File: src/rtl/dep_rule_conf_seq.sv
// rtl/dep_rule_conf_seq.sv - deparser rule-config write sequencer (optional INVAL step: DEP_RULE_SEQ_INVALIDATE_EN)
module dep_rule_conf_seq #(
    parameter int TYPE_NUM          = 4,
    parameter int TYPE_WIDTH        = 16,
    parameter int TYPE_OFFSET_WIDTH = 8,
    parameter int KEY_FILED_NUM     = 8,
    parameter int KEY_OFFSET_WIDTH  = 5,
    parameter int HEAD_SHIFT_WIDTH  = 8,
    parameter int META_SHIFT_WIDTH  = 8,
    parameter int RULE_ID_WIDTH     = 6
) (
    input  logic                                          i_clk,
    input  logic                                          i_rst_n,
    input  logic                                          i_req_valid,
    output logic                                          o_req_ready,
    input  logic [RULE_ID_WIDTH-1:0]                      i_req_ruleId,
    input  logic                                          i_req_ruleValid,
    input  logic [TYPE_NUM*TYPE_WIDTH-1:0]                i_req_typeData,
    input  logic [TYPE_NUM*TYPE_WIDTH-1:0]                i_req_typeMask,
    input  logic [TYPE_NUM*TYPE_OFFSET_WIDTH-1:0]         i_req_typeOffset,
    input  logic [KEY_FILED_NUM*(KEY_OFFSET_WIDTH+1)-1:0] i_req_keyOffset,
    input  logic [KEY_FILED_NUM*KEY_OFFSET_WIDTH-1:0]     i_req_keyReplace,
    input  logic [HEAD_SHIFT_WIDTH-1:0]                   i_req_headShift,
    input  logic [META_SHIFT_WIDTH-1:0]                   i_req_metaShift,
    input  logic                                          i_abort,
    output logic                                          o_rule_wren,
    output logic [31:0]                                   o_rule_addr,
    output logic [31:0]                                   o_rule_wdata,
    output logic                                          o_busy,
    output logic                                          o_done,
    output logic                                          o_aborted
);

    localparam int MAX_N = (TYPE_NUM > KEY_FILED_NUM) ? TYPE_NUM : KEY_FILED_NUM;
    localparam int IDX_W = (MAX_N > 1) ? $clog2(MAX_N) : 1;
    localparam int KF_W  = KEY_OFFSET_WIDTH + 1;

    typedef enum logic [2:0] {
        ST_IDLE,
`ifdef DEP_RULE_SEQ_INVALIDATE_EN
        ST_INVAL,
`endif
        ST_TYPE,
        ST_TOFF,
        ST_KEY,
        ST_HSHIFT,
        ST_MSHIFT,
        ST_COMMIT
    } state_t;

    state_t             state, state_d;
    logic [IDX_W-1:0]   idx, idx_d;
    logic               aborted_d;
    logic               wren_d, done_d;
    logic [31:0]        addr_d, wdata_d;
    logic [KF_W-1:0]    key_field;

    logic [RULE_ID_WIDTH-1:0]                      r_rule_id;
    logic                                          r_rule_valid;
    logic [TYPE_NUM*TYPE_WIDTH-1:0]                r_type_data;
    logic [TYPE_NUM*TYPE_WIDTH-1:0]                r_type_mask;
    logic [TYPE_NUM*TYPE_OFFSET_WIDTH-1:0]         r_type_offset;
    logic [KEY_FILED_NUM*(KEY_OFFSET_WIDTH+1)-1:0] r_key_offset;
    logic [KEY_FILED_NUM*KEY_OFFSET_WIDTH-1:0]     r_key_replace;
    logic [HEAD_SHIFT_WIDTH-1:0]                   r_head_shift;
    logic [META_SHIFT_WIDTH-1:0]                   r_meta_shift;

    // The first write is registered on the accept edge, so it must be built from the live request
    logic                                          use_req;
    logic [RULE_ID_WIDTH-1:0]                      s_rule_id;
    logic                                          s_rule_valid;
    logic [TYPE_NUM*TYPE_WIDTH-1:0]                s_type_data;
    logic [TYPE_NUM*TYPE_WIDTH-1:0]                s_type_mask;
    logic [TYPE_NUM*TYPE_OFFSET_WIDTH-1:0]         s_type_offset;
    logic [KEY_FILED_NUM*(KEY_OFFSET_WIDTH+1)-1:0] s_key_offset;
    logic [KEY_FILED_NUM*KEY_OFFSET_WIDTH-1:0]     s_key_replace;
    logic [HEAD_SHIFT_WIDTH-1:0]                   s_head_shift;
    logic [META_SHIFT_WIDTH-1:0]                   s_meta_shift;

    assign use_req       = (state == ST_IDLE);
    assign s_rule_id     = use_req ? i_req_ruleId     : r_rule_id;
    assign s_rule_valid  = use_req ? i_req_ruleValid  : r_rule_valid;
    assign s_type_data   = use_req ? i_req_typeData   : r_type_data;
    assign s_type_mask   = use_req ? i_req_typeMask   : r_type_mask;
    assign s_type_offset = use_req ? i_req_typeOffset : r_type_offset;
    assign s_key_offset  = use_req ? i_req_keyOffset  : r_key_offset;
    assign s_key_replace = use_req ? i_req_keyReplace : r_key_replace;
    assign s_head_shift  = use_req ? i_req_headShift  : r_head_shift;
    assign s_meta_shift  = use_req ? i_req_metaShift  : r_meta_shift;

    assign o_req_ready = (state == ST_IDLE);
    assign o_busy      = (state != ST_IDLE);

    // Snapshot the whole request on accept; inputs are ignored until back in IDLE
    always_ff @(posedge i_clk or negedge i_rst_n) begin
        if (!i_rst_n) begin
            r_rule_id     <= '0;
            r_rule_valid  <= 1'b0;
            r_type_data   <= '0;
            r_type_mask   <= '0;
            r_type_offset <= '0;
            r_key_offset  <= '0;
            r_key_replace <= '0;
            r_head_shift  <= '0;
            r_meta_shift  <= '0;
        end else if (use_req && i_req_valid) begin
            r_rule_id     <= i_req_ruleId;
            r_rule_valid  <= i_req_ruleValid;
            r_type_data   <= i_req_typeData;
            r_type_mask   <= i_req_typeMask;
            r_type_offset <= i_req_typeOffset;
            r_key_offset  <= i_req_keyOffset;
            r_key_replace <= i_req_keyReplace;
            r_head_shift  <= i_req_headShift;
            r_meta_shift  <= i_req_metaShift;
        end
    end

    // Next state / index; abort drops straight to IDLE unless the commit is already out
    always_comb begin
        state_d   = state;
        idx_d     = idx;
        aborted_d = 1'b0;
        case (state)
            ST_IDLE: begin
                if (i_req_valid) begin
`ifdef DEP_RULE_SEQ_INVALIDATE_EN
                    state_d = ST_INVAL;
`else
                    state_d = ST_TYPE;
`endif
                    idx_d = '0;
                end
            end
`ifdef DEP_RULE_SEQ_INVALIDATE_EN
            ST_INVAL: begin
                state_d = ST_TYPE;
                idx_d   = '0;
            end
`endif
            ST_TYPE: begin
                if (idx == IDX_W'(TYPE_NUM - 1)) begin
                    state_d = ST_TOFF;
                    idx_d   = '0;
                end else begin
                    idx_d = idx + 1'b1;
                end
            end
            ST_TOFF: begin
                if (idx == IDX_W'(TYPE_NUM - 1)) begin
                    state_d = ST_KEY;
                    idx_d   = '0;
                end else begin
                    idx_d = idx + 1'b1;
                end
            end
            ST_KEY: begin
                if (idx == IDX_W'(KEY_FILED_NUM - 1)) begin
                    state_d = ST_HSHIFT;
                    idx_d   = '0;
                end else begin
                    idx_d = idx + 1'b1;
                end
            end
            ST_HSHIFT: state_d = ST_MSHIFT;
            ST_MSHIFT: state_d = ST_COMMIT;
            ST_COMMIT: state_d = ST_IDLE;
            default:   state_d = ST_IDLE;
        endcase
        if (i_abort && (state != ST_IDLE) && (state != ST_COMMIT)) begin
            state_d   = ST_IDLE;
            idx_d     = '0;
            aborted_d = 1'b1;
        end
    end

    // Decode the write belonging to the state being entered, so it is registered on that edge
    always_comb begin
        wren_d    = 1'b0;
        addr_d    = '0;
        wdata_d   = '0;
        done_d    = 1'b0;
        key_field = s_key_offset[int'(idx_d)*KF_W +: KF_W];
        case (state_d)
`ifdef DEP_RULE_SEQ_INVALIDATE_EN
            ST_INVAL: begin
                wren_d = 1'b1;
                addr_d = 32'(s_rule_id);
            end
`endif
            ST_TYPE: begin
                wren_d                    = 1'b1;
                addr_d                    = 32'h100 | 32'(idx_d);
                wdata_d[16 +: TYPE_WIDTH] = s_type_data[int'(idx_d)*TYPE_WIDTH +: TYPE_WIDTH];
                wdata_d[0 +: TYPE_WIDTH]  = s_type_mask[int'(idx_d)*TYPE_WIDTH +: TYPE_WIDTH];
            end
            ST_TOFF: begin
                wren_d                          = 1'b1;
                addr_d                          = 32'h200 | 32'(idx_d);
                wdata_d[0 +: TYPE_OFFSET_WIDTH] = s_type_offset[int'(idx_d)*TYPE_OFFSET_WIDTH +: TYPE_OFFSET_WIDTH];
            end
            ST_KEY: begin
                wren_d                         = 1'b1;
                addr_d                         = 32'h300 | 32'(idx_d);
                wdata_d[16]                    = key_field[KEY_OFFSET_WIDTH];
                wdata_d[8 +: KEY_OFFSET_WIDTH] = s_key_replace[int'(idx_d)*KEY_OFFSET_WIDTH +: KEY_OFFSET_WIDTH];
                wdata_d[0 +: KEY_OFFSET_WIDTH] = key_field[KEY_OFFSET_WIDTH-1:0];
            end
            ST_HSHIFT: begin
                wren_d  = 1'b1;
                addr_d  = 32'h400;
                wdata_d = 32'(s_head_shift);
            end
            ST_MSHIFT: begin
                wren_d  = 1'b1;
                addr_d  = 32'h500;
                wdata_d = 32'(s_meta_shift);
            end
            ST_COMMIT: begin
                wren_d     = 1'b1;
                addr_d     = 32'(s_rule_id);
                wdata_d[0] = s_rule_valid;
                done_d     = 1'b1;
            end
            default: ;
        endcase
    end

    // State, index and registered write-port outputs
    always_ff @(posedge i_clk or negedge i_rst_n) begin
        if (!i_rst_n) begin
            state        <= ST_IDLE;
            idx          <= '0;
            o_rule_wren  <= 1'b0;
            o_rule_addr  <= '0;
            o_rule_wdata <= '0;
            o_done       <= 1'b0;
            o_aborted    <= 1'b0;
        end else begin
            state        <= state_d;
            idx          <= idx_d;
            o_rule_wren  <= wren_d;
            o_rule_addr  <= addr_d;
            o_rule_wdata <= wdata_d;
            o_done       <= done_d;
            o_aborted    <= aborted_d;
        end
    end

endmodule

File: config.mk
export PLATFORM = sky130hd
export DESIGN_NAME = dep_rule_conf_seq
export DESIGN_NICKNAME = d
export VERILOG_FILES = /design/src/rtl/dep_rule_conf_seq.sv
export SDC_FILE = /design/constraint.sdc
export NUM_CORES = 1
export LEC_CHECK = 0
export CORE_MARGIN = 1
export CORE_UTILIZATION = 52
export DETAILED_ROUTE_END_ITERATION = 7
export PLACE_DENSITY = 0.83
export SYNTH_ARGS = -nofsm -noshare
export SYNTH_HDL_FRONTEND = slang
export SYNTH_SLANG_ARGS = --single-unit
File: constraint.sdc
create_clock -name i_clk -period 3.55 [get_ports i_clk]
set_input_delay 0.5325 -clock i_clk [delete_from_list [all_inputs] [get_ports i_clk]]
set_output_delay 0.5325 -clock i_clk [all_outputs]
set_load 0.005 [all_outputs]
==> flow_metrics.py, run 1 <==
metrics = {
    "synth": {
        "ys_types": 63,
        "ys.flop_type": "dfrtp_1",
        "synth_edf_count": 0,
        "synth-async-reset-ratio_pct": 100,
        "synth_seq_cells": 321,
        "synth_top_area_share_pct": 50.0,
        "yosysTopAreaCell": "dfrtp_1",
        "ys_seq_area_share_pct": 50.0,
        "syn_area_mm2": 0.0161,
        "synth.avg_cell_area_um2": 13.9,
        "synth_commonest_cells": "321 x dfrtp_1, 271 x mux2_2, 120 x nand2_1",
        "synth.most_common_cell": "dfrtp_1",
        "yosysWarnings": 0,
        "yosys-top-cells-area": "dfrtp_1 50%, mux2_2 19%, mux4_2 13%",
        "synth_cells": 1155,
    },
    "timing": {
        "hold_violations": 0,
        "period_needed_ps": 3320,
        "drv_slew": 0,
        "worst_pin_slew_ps": 871,
        "fin_setup_tns_ps": 0,
        "rsz0062_at_grt": "no",
        "finalSetupViolCount": 0,
        "max_slew_margin_pct": 42.0,
        "max_freq_ghz": 0.301,
        "skew_ps": 25.0,
        "post-route-period-util_pct": 93.5,
    },
    "drt": {
        "dr.first_iter.drc_count": 789,
        "avgRoutedWirePerCell_um": 22.7,
        "wl_um": 42700,
        "drt-pass1-iter-count": 5,
        "num_vias": 11100,
        "avgViaCountPerCell": 5.93,
        "ant_nets": 0,
        "drc_errors": 0,
    },
    "worst_setup_path": {
        "cp-startpoint": "state[1]$_DFF_PN0_",
        "slowest_stage": "dfrtp_1",
        "cp-start-kind": "flip-flop",
        "rrSetupSlack_ps": 510,
        "ff2ff_path_depth": 10,
        "timing.rr.end": "o_rule_wdata[11]$_DFF_PN0_",
        "critical_path_required_ps": 3020,
        "r2r_start": "idx[0]$_DFF_PN0_",
        "worstPathArrival_ps": 2790,
        "slowest_delay_ps": 630,
        "crit_path_cell_trace": "nor2_4 > nand2_4 > inv_2 > buf_4 > clkdlybuf4s50_1",
        "worstPathMaxFanout": 29,
        "path_class": "flip-flop to primary output",
        "cp-end-kind": "primary output",
        "critPathCapture": "o_req_ready",
    },
    "power": {
        "power_frac_comb_pct": 45.3,
        "peakVddDrop_uv": 619,
        "intPower_mw": 12.3,
        "p_per_area_mw_per_mm2": 895,
        "seqPwrFrac_pct": 34.1,
        "power_frac_clock_pct": 20.6,
        "p_sw_mw": 6.32,
        "p_sw_share_pct": 34.0,
        "p_leak_nw": 8.50,
    },
    "final_layout": {
        "fin_util_pct": 69.2,
        "areaGrowthSynthToFinish_pct": 29.4,
        "fillCellCount": 2017,
        "drive_gt1_share_pct": 32.1,
        "fin_nets": 1737,
        "fin_cells": 1877,
        "final_area_mm2": 0.0208,
    },
    "floorplanning": {
        "start_util_pct": 53.5,
        "rows": 63,
        "die_h_um": 178,
        "coreArea_mm2": 0.0300,
        "die_width_um": 178,
        "die_area_mm2": 0.0316,
        "pin_count": 344,
    },
    "placement": {
        "placed_cell_area_mm2": 0.0195,
        "port-buffer-count": 320,
        "dp.cells": 1810,
        "gp_congestion": 0.911,
        "dp_hpwl_um": 30000,
    },
    "status": {
        "status": "complete, no violations",
    },
    "cts": {
        "root_buffer": "clkbuf_16",
        "cts_buffers": 36,
        "cts_tree": "done",
        "cts_hold_buf": 0,
        "ctsResizeCount": 0,
        "htree_num_levels": 2,
        "clockBufferDepth": 3,
        "clk_latency_ps": 530,
        "cts_setup_buffers": 0,
        "clk_pin_slew_ps": 60,
        "clock-sinks": 321,
    },
    "global_route": {
        "grt_overflow": 0,
        "antenna_found_initial": 3,
        "grt_pass1_wl_um": 66700,
        "grt_use_total_pct": 27.8,
        "grt_start_max_net_pins": 93,
        "grt_pass1_vias": 11900,
    },
    "flow_run": {
        "drv_cap": 0,
    },
    "min_path": {
        "min_path_type": "primary input to async pin",
    },
}
-- flip-flops by register name (all words and copies together) (netlist names) --
name / flops
o_aborted: 1
r_type_data: 64
r_head_shift: 8
idx: 3
state: 3
r_key_replace: 40
r_type_mask: 64
r_type_offset: 32
r_rule_id: 6
o_rule_wdata: 32
o_done: 1
r_meta_shift: 8
r_key_offset: 48
r_rule_valid: 1
o_rule_wren: 1
o_rule_addr: 9
-- through the flow --
stage | hold WS, ps | worst slack, ps | total power, mW
after detailed placement | 488 | 322 | 14.8
after CTS | 47.9 | 219 | 18.7
after global placement | 481 | 406 | 14.5
after floorplan | 237 | 1040 | 12.4
final | 19.5 | 232 | 18.6
after global routing | 74.5 | 105 | 19.6
-- cells by family after synthesis --
group | count (synthesis) | synth area share, %
other | 1 | 0.0234
buffers and inverters | 116 | 4.28
adder cells (fa/ha/maj) | 4 | 0.312
AO/OA/AOI/OAI | 116 | 5.25
multiplexers | 400 | 34.3
flip-flops | 321 | 50.0
AND/OR/NAND/NOR | 195 | 5.71
XOR/XNOR | 2 | 0.109
-- worst max-delay path: cells and delay by family, from the launching register on --
kind	cells	cell delay, ps
flops	1	630
buf+inv	3	1150
simple gates	2	460
-- cells in the final DEF, fill, tap and decap left out, types with 12 or more instances in the layout --
cell             Yosys  final
a21oi_1             39     39
buf_4               31     15
clkbuf_16            0     37
clkbuf_8             0     12
clkdlybuf4s50_1      0    319
conb_1               1     23
dfrtp_1            321    321
mux2_2             271    271
mux2i_1             36     36
mux4_2              93     93
nand2_1            120    119
nand3_1             21     21
-- cell type report --
cell class | instances | area [um^2] | share of cell area, %
Antenna cell | 3 | 7.51 | 0.0361
Clock buffer | 53 | 1110 | 5.32
Clock inverter | 11 | 116 | 0.560
Inverter | 13 | 56.3 | 0.271
Multi-Input combinational cell | 740 | 7430 | 35.8
Sequential cell | 321 | 8030 | 38.7
Tap cell | 390 | 488 | 2.35
Timing Repair Buffer | 346 | 3540 | 17.0
-- worst min-delay path by stage --
stage                                   end  cells past startpoint
5_1_grt            o_rule_addr[2]$_DFF_PN0_                      1
3_5_place_dp   r_key_offset[34]$_DFFE_PN0P_                      1
3_3_place_gp   r_key_offset[32]$_DFFE_PN0P_                      1
2_1_floorplan              idx[0]$_DFF_PN0_                      0
4_1_cts            r_rule_id[3]$_DFFE_PN0P_                      1
6_report           r_rule_id[3]$_DFFE_PN0P_                      1
-- per-layer routing --
layer  track usage (%)  part of all wire [%]
met5                 0                     0
met4              9.90                   3.2
met3              7.71                   9.4
met2              45.3                    48
met1              35.7                    39
-- power groups by stage --
stage	combinational (mW)	clock [mW]	sequential, mW
after global routing	9.07	4.02	6.55
final	8.42	3.83	6.34
after CTS	8.51	3.88	6.32
after global placement	8.22	0	6.25
after floorplan	6.38	0	6.06
after detailed placement	8.46	0	6.36
No activity file was read; power rests on OpenSTA's default activity.
==> inputs of run 2 (changes only) <==
SKIP_LAST_GASP = 1   (was not set)
==> results of run 2 <==
No change in the layout: final DEF, timing and power equal those of run 1.
==> inputs of run 3 (changes only) <==
TNS_END_PERCENT = 20   (was not set)
==> results of run 3 <==
No change in the layout: final DEF, timing and power equal those of run 1.
